<file path="src/rtl/mem_arb_pkg.sv">
// Shared definitions for the unified-memory arbiter: FSM encoding, port ids and
// the address-legality check used at grant time.
package mem_arb_pkg;

  typedef enum logic [1:0] {
    StIdle   = 2'd0,
    StAccess = 2'd1,
    StDone   = 2'd2
  } state_e;

  localparam logic PORT_I = 1'b0;
  localparam logic PORT_D = 1'b1;

  localparam int unsigned MEM_WORDS_DEFAULT = 1024;

  // Misaligned or past-the-end byte addresses are rejected.
  function automatic logic addr_bad(input logic [31:0] addr, input int unsigned words);
    return (addr[1:0] != 2'b00) || (addr >= 32'(words * 4));
  endfunction

endpackage

</file>
<file path="src/rtl/arb_prio.sv">
// Winner select between fetch and data ports, with a saturating starvation
// counter that hands the grant to fetch after STARVE_LIMIT consecutive losses.
module arb_prio
  import mem_arb_pkg::*;
#(
  parameter int unsigned STARVE_LIMIT = 4
) (
  input  logic clk,
  input  logic rst_n,
  input  logic arb_en,
  input  logic i_req,
  input  logic d_req,
  output logic grant_vld,
  output logic grant_port
);

  localparam int unsigned CntW = (STARVE_LIMIT < 1) ? 1 : $clog2(STARVE_LIMIT + 1);

  logic [CntW-1:0] cnt_q, cnt_d;
  logic            starved;

  assign starved = (cnt_q == CntW'(STARVE_LIMIT));

  always_comb begin
    grant_vld  = i_req | d_req;
    grant_port = (d_req && !(i_req && starved)) ? PORT_D : PORT_I;
    cnt_d      = cnt_q;
    // Only arbitration cycles move the counter; ACCESS/DONE leave it alone.
    if (arb_en) begin
      if (!i_req || (grant_port == PORT_I)) begin
        cnt_d = '0;
      end else if (!starved) begin
        cnt_d = cnt_q + 1'b1;
      end
    end
  end

  always_ff @(posedge clk or negedge rst_n) begin
    if (!rst_n) begin
      cnt_q <= '0;
    end else begin
      cnt_q <= cnt_d;
    end
  end

endmodule

</file>
<file path="src/rtl/mem_arbiter.sv">
// Two-port (fetch/data) arbiter onto a single unified memory: IDLE arbitrates,
// ACCESS drives memory for one cycle, DONE acks the winner for one cycle.
module mem_arbiter
  import mem_arb_pkg::*;
#(
  parameter int unsigned MEM_WORDS    = MEM_WORDS_DEFAULT,
  parameter int unsigned STARVE_LIMIT = 4
) (
  input  logic        clk,
  input  logic        rst_n,
  input  logic        i_req,
  input  logic [31:0] i_addr,
  output logic        i_ack,
  output logic [31:0] i_rdata,
  output logic        i_err,
  input  logic        d_req,
  input  logic        d_we,
  input  logic [31:0] d_addr,
  input  logic [31:0] d_wdata,
  output logic        d_ack,
  output logic [31:0] d_rdata,
  output logic        d_err,
  output logic [31:0] mem_addr,
  output logic [31:0] mem_wd,
  output logic        mem_we,
  input  logic [31:0] mem_rd
);

  state_e      state_q, state_d;
  logic        port_q;
  logic [31:0] addr_q;
  logic        we_q;
  logic [31:0] wdata_q;
  logic        err_q;
  logic [31:0] rdata_q;

  logic        grant_vld;
  logic        grant_port;
  logic        arb_en;
  logic [31:0] sel_addr;

  assign arb_en   = (state_q == StIdle);
  assign sel_addr = (grant_port == PORT_D) ? d_addr : i_addr;

  arb_prio #(
    .STARVE_LIMIT(STARVE_LIMIT)
  ) u_arb_prio (
    .clk       (clk),
    .rst_n     (rst_n),
    .arb_en    (arb_en),
    .i_req     (i_req),
    .d_req     (d_req),
    .grant_vld (grant_vld),
    .grant_port(grant_port)
  );

  // Outputs decode from registered state only, so reset clears them without a clock.
  always_comb begin
    state_d  = state_q;
    mem_addr = '0;
    mem_wd   = '0;
    mem_we   = 1'b0;
    i_ack    = 1'b0;
    i_rdata  = '0;
    i_err    = 1'b0;
    d_ack    = 1'b0;
    d_rdata  = '0;
    d_err    = 1'b0;
    unique case (state_q)
      StIdle: begin
        if (grant_vld) state_d = StAccess;
      end
      StAccess: begin
        mem_addr = addr_q;
        mem_wd   = wdata_q;
        mem_we   = we_q & ~err_q;
        state_d  = StDone;
      end
      StDone: begin
        if (port_q == PORT_D) begin
          d_ack   = 1'b1;
          d_rdata = rdata_q;
          d_err   = err_q;
        end else begin
          i_ack   = 1'b1;
          i_rdata = rdata_q;
          i_err   = err_q;
        end
        state_d = StIdle;
      end
      default: state_d = StIdle;
    endcase
  end

  always_ff @(posedge clk or negedge rst_n) begin
    if (!rst_n) begin
      state_q <= StIdle;
    end else begin
      state_q <= state_d;
    end
  end

  always_ff @(posedge clk or negedge rst_n) begin
    if (!rst_n) begin
      port_q  <= PORT_I;
      addr_q  <= '0;
      we_q    <= 1'b0;
      wdata_q <= '0;
      err_q   <= 1'b0;
      rdata_q <= '0;
    end else if (state_q == StIdle) begin
      if (grant_vld) begin
        port_q  <= grant_port;
        addr_q  <= sel_addr;
        we_q    <= (grant_port == PORT_D) ? d_we : 1'b0;
        wdata_q <= (grant_port == PORT_D) ? d_wdata : '0;
        err_q   <= addr_bad(sel_addr, MEM_WORDS);
      end
    end else if (state_q == StAccess) begin
      // Stores and faulting accesses return zero data.
      rdata_q <= (we_q || err_q) ? '0 : mem_rd;
    end
  end

endmodule

</file>
<file path="config.mk">
export PLATFORM = sky130hd
export DESIGN_NAME = mem_arbiter
export DESIGN_NICKNAME = d
export VERILOG_FILES = /design/src/rtl/mem_arb_pkg.sv /design/src/rtl/arb_prio.sv /design/src/rtl/mem_arbiter.sv
export SDC_FILE = /design/constraint.sdc
export NUM_CORES = 1
export LEC_CHECK = 0
export ABC_AREA = 1
export CAP_MARGIN = 5
export CORE_ASPECT_RATIO = 2
export CORE_MARGIN = 3
export CORE_UTILIZATION = 40
export DETAILED_ROUTE_END_ITERATION = 12
export GPL_ROUTABILITY_DRIVEN = 1
export PLACE_DENSITY = 0.79
export SLEW_MARGIN = 10
export SYNTH_ARGS = -nofsm -noshare
export SYNTH_HDL_FRONTEND = slang
export SYNTH_SLANG_ARGS = --single-unit
</file>
<file path="constraint.sdc">
create_clock -name clk -period 1.8 [get_ports clk]
set_clock_uncertainty 0.15 [all_clocks]
set_input_delay 0.18 -clock clk [delete_from_list [all_inputs] [get_ports clk]]
set_output_delay 0.18 -clock clk [all_outputs]
set_load 0.1 [all_outputs]
</file>
---- After elaboration in Yosys (flattened, before gate mapping) ----
Index checks and enable logic that the tools add are counted.
storage, ports and cells
  flip-flop bits (word level) ............. 104
  input port bits ......................... 133
  output and inout bits ................... 133
  logic and storage cells ................. 56
cells by class
  add/sub/neg operators ................... 1
  magnitude comparators ................... 1
  eq/ne operators ......................... 5
  muxes and demuxes ....................... 24
  bitwise gates (word level) .............. 5
  reductions and logical operators ........ 12
operators by type and width
  cell                    count
  $mux W32                9
  $ge A32 B13 Y1 const B  1
  $mux W1                 11
  $mux W3                 2
  $reduce_and A2 Y1       3
  $ne A2 B2 Y1 const B    2
  $pmux W2 S2             1
  $add A3 B1 Y3 const B   1
  $eq A3 B3 Y1 const B    1
  $logic_or A1 B1 Y1      3
  $not A1 Y1              3
  $eq A2 B1 Y1 const B    1
  $eq A2 B2 Y1 const B    1
  $logic_and A1 B1 Y1     2
  $logic_not A1 Y1        2
  $logic_not A2 Y1        1
  $mux W2                 1
  $reduce_bool A2 Y1      1
  $and A1 B1 Y1           1
  $or A1 B1 Y1            1

---- Depth between registers and ports, before layout ----
  word-level depth ........................ 9
  mapped depth ............................ 13
  gate-level depth less buffers ........... 13

---- Cells and area by module ----
Synthesis repeated with hierarchy kept, for this count alone.
second synthesis, totals
  cells, all modules ...................... 725
  area, all modules ....................... 5287.6 um^2
by module, submodules not included
  module       instances  cells an instance  area an instance (um^2)  seq. area each (um^2)
  mem_arbiter  1          697                5087.4                   2527.4
  arb_prio     1          28                 200.2                    75.1

---- Least setup slack after synthesis ----
Ideal clock, no wire load.
  kind .................................... reg-to-output
  start ................................... register state_q[1]
  end ..................................... output port d_rdata[10]
  arrival ................................. 3645 ps
  required time ........................... 1470 ps
  slack ................................... -2175 ps
  cell stages (with the launch flop) ...... 8
  buffers on the path ..................... 1
  path through ............................ dfrtp_1 > inv_1 > nor2_1 > inv_1 > nor2_1 > inv_1 > buf_1 > nor2_1
between the ends
  word-level cells in the longest chain between the ends .. 2
ends and longest elaborated chain
  what                      line               source
  start: declaration        mem_arbiter.sv:29  state_e state_q, state_d;
  start signal: assignment  mem_arbiter.sv:97  state_q <= StIdle;
  start signal: assignment  mem_arbiter.sv:99  state_q <= state_d;
  $eq A2 B2 Y1              mem_arbiter.sv:69  unique case (state_q)
  $mux W32                  mem_arbiter.sv:69
  end: declaration          mem_arbiter.sv:21  output logic [31:0] d_rdata,
No other way between the ends.

---- Worst setup path in the final report ----
  start ................................... register state_q[1]
  end ..................................... output port d_rdata[22]
Same word-level chain as after synthesis.

==> impl_results.md <==
* Flops & latches, synth at around 100
* Crit path DAT at 1.82 ns
* Post-layout minimum cycle time at 2.15 ns
* Final Hold Violating Endpoints at 0
* Via Count at 6,343
* Fmax achieved at roughly 460 MHz
* Post-synth EDFFs at 0
* Die height at 168 um
* Fraction of the yosys area taken by sequential cells at 49.7%
* Clock tree buffer depth at 2
* Multi-input gate area at 0.00304 mm2
* Failing checks: setup timing
* Main combinational cell family by area after synthesis: simple AND/OR/NAND/NOR gates
* DRT Wirelength at 26.4 mm
* Routed WL per cell at roughly 23 um
* CTS sink cnt at about 100
* Rows at a little under 60
* Slew Limit Fails at 0
* CTS buffer count at 9
* Post-synth top area share at about 50%
* Syn avg cell area at around 7.4 um2
* Skew-Pair Late Insertion Delay at 0.35 ns
* Synth area leader: dfrtp_1
* Syn nets at 840
* Die ar. at 0.0146 mm2
* Crit Path Category: reg -> out
* Worst Hold Slack at 0.219 ns
* Top Ports at 266
* HP Class: in -> async
* First-pass GRT wire length at between 30 and 40 mm
* # DRC at 0
* Core ar. at 0.0127 mm2
* CTS tree: built
* Reg2reg end: err_q$_DFFE_PN0P_
* I/O Buffers at 265
* Asr flop ratio synth at 100%
* 1st-iter DRT viols at roughly 420
* Mux contribution to synthesized area at 0%
* Cell area after layout at 0.0116 mm2
* Worst-margin pin slew at 0.626 ns
* CP Launch Type: register
* Clock transition at path regs at 0.08 ns
* Post-synth top cells: nor2_1 (156), inv_1 (145), dfrtp_1 (104)
* Starting Density at 41.3%
* Setup TNS at -32.11 ns
* Reg2reg setup slack at -0.02 ns
* Final non-filler cell total at 1,156
* Setup crit end kind: output port
* Critical Path RT at 1.47 ns
* Largest net degree at the start of global routing at between 80 and 90
* Unrepaired setup endpoints after global routing: yes
* Setup Viol. Count Final at 135
* Relative slew slack at 58.3%
* Synth Area in Compound Gates at 11.8%
* CTS root buf: clkbuf_16
* Peak supply drop at between 1 and 1.5 mV
* FILL cells at 442
* Fraction of layout instances using a drive strength above 1 at a little under two fifths
* Area share of xor/xnor cells in the synthesized design at 0.167%
* Worst Slack Setup Final at -0.353 ns
* Initial antenna violation count at 3
* CTS H-Tree Depth at 3
* Dpl cell area at about 0.011 mm2
* GRT Total Usage at a little under a third
* Crit Path Max Fanout at 8
* Drt pass-1 iters at 8
* PwrDens at roughly 1400 mW/mm2
* Post-DP HPWL at 16.1 mm
* Post-synth top flop: dfrtp_1
* Post-DRT Antenna Nets at 0
* Critical R2R Launch: u_arb_prio.cnt_q[0]$_DFFE_PN0P_
* Sequential cell area at 0.00260 mm2
* Layout Nets at about 1.1k
* Reg2reg path depth at 13
* Distinct cells, synth at 25
* Total placed cells including tap cells at between 1k and 1.5k
* Vias in the first global route at 6,501
* Via density at roughly 5.5
* Synth Cell Area at 0.00524 mm2
* Status: finished with violations
* Synth Area in Simple Gates at between 20% and 30%
* YS warnings at 0
* Top-count cell post-synth: nor2_1
* Layout area overhead at 121%
* Area share of fa/ha/maj cells after synthesis at 0.477%
* Max_cap viols at 0
* Period utilization at 120%
* Syn Inst Count at between 700 and 800
* Chip width at 86.9 um
* GRT overflow at 0
* Synth area leaders: dfrtp_1 (50%), nor2_1 (11%), inv_1 (10%)
* GP Congestion at about 0.87
* Leakage at 0.00479 uW
-- timing repair --
item                                   4_1_cts  5_1_grt
pin swaps                                   19       13
buffers inserted                             8        6
hold buffers                                 1        0
gates resized for setup                     46       46
endpoints found under the hold margin      104        0
cloned                                       7        7
setup endpoints to repair                  126      170
-- state kept, by name (all words and copies together) (netlist names) --
register          flops
state_q               2
we_q                  1
port_q                1
rdata_q              32
err_q                 1
u_arb_prio.cnt_q      3
wdata_q              32
addr_q               32
-- cells in the final DEF, fill, tap and decap left out, types with 21 or more instances in the layout --
cell type	synthesis	layout
buf_12	0	144
buf_4	5	26
clkdlybuf4s50_1	0	131
dfrtp_1	104	104
inv_1	145	138
nand2_1	77	75
nand3_1	54	52
nor2_1	156	21
nor2_4	1	134
o21ai_0	66	66
o22ai_1	43	27
-- final cells by class --
class,instances,share of cell area [%]
Clock inverter,5,0.679
Timing Repair Buffer,321,41.2
Timing Repair inverter,6,0.722
Inverter,146,5.14
Clock buffer,10,2.06
Tap cell,150,1.62
Sequential cell,104,22.4
Multi-Input combinational cell,411,26.1
Antenna cell,3,0.0647
-- routing by layer --
| metal | share of wire [%] | global-route usage [%] | up-vias |
|---|---|---|---|
| met5 | 0 | 0 | - |
| li1 | - | - | 2761 |
| met1 | 30 | 32.5 | 3063 |
| met4 | 8.9 | 22.4 | 0 |
| met2 | 55 | 56.0 | 383 |
| met3 | 5.4 | 6.61 | 136 |
-- cells by family (layout without fill, tap and decap cells) --
kind of cell             Yosys count  in the layout
AO/OA/AOI/OAI                    112            112
buffers and inverters            190            488
XOR/XNOR                           1              1
other                              0              3
AND/OR/NAND/NOR                  296            296
flip-flops                       104            104
adder cells (fa/ha/maj)            2              2
-- where the power goes --
part           internal, uW  switching [uW]  total [uW]
sequential             3080             304        3390
combinational          3740            7260       11000
clock                  1250             906        2160
-- how the worst max path moves through the flow --
stage / start / endpoint / slack, ns / depth (start not counted)
after floorplan: state_q[0]$_DFFE_PN0P_ / mem_wd[10] / -0.59 / 5
final: state_q[1]$_DFFE_PN0P_ / d_rdata[22] / -0.35 / 8
after global placement: i_req / err_q$_DFFE_PN0P_ / -0.13 / 11
after CTS: state_q[1]$_DFFE_PN0P_ / d_rdata[2] / -0.19 / 8
after detailed placement: i_req / err_q$_DFFE_PN0P_ / -0.16 / 11
after global routing: state_q[1]$_DFFE_PN0P_ / d_rdata[2] / -0.37 / 8
-- per-stage QoR --
stage                     total power [uW]  util (%)  setup slack, ns
after floorplan                       9770         -           -0.585
after global placement               12700      82.9           -0.133
after detailed placement             12900      82.9           -0.156
after CTS                            15700      88.1           -0.192
after global routing                 17100      91.4           -0.375
final                                16500      91.4           -0.353
-- critical path: stages, from the launching register on --
cell     delay [ns]
dfrtp_1        0.37
inv_1          0.09
nor2_2         0.12
inv_2          0.08
nor2_4         0.18
buf_12         0.18
inv_8          0.09
nor2_4         0.14
buf_12         0.19
No activity file was read; power rests on OpenSTA's default activity.
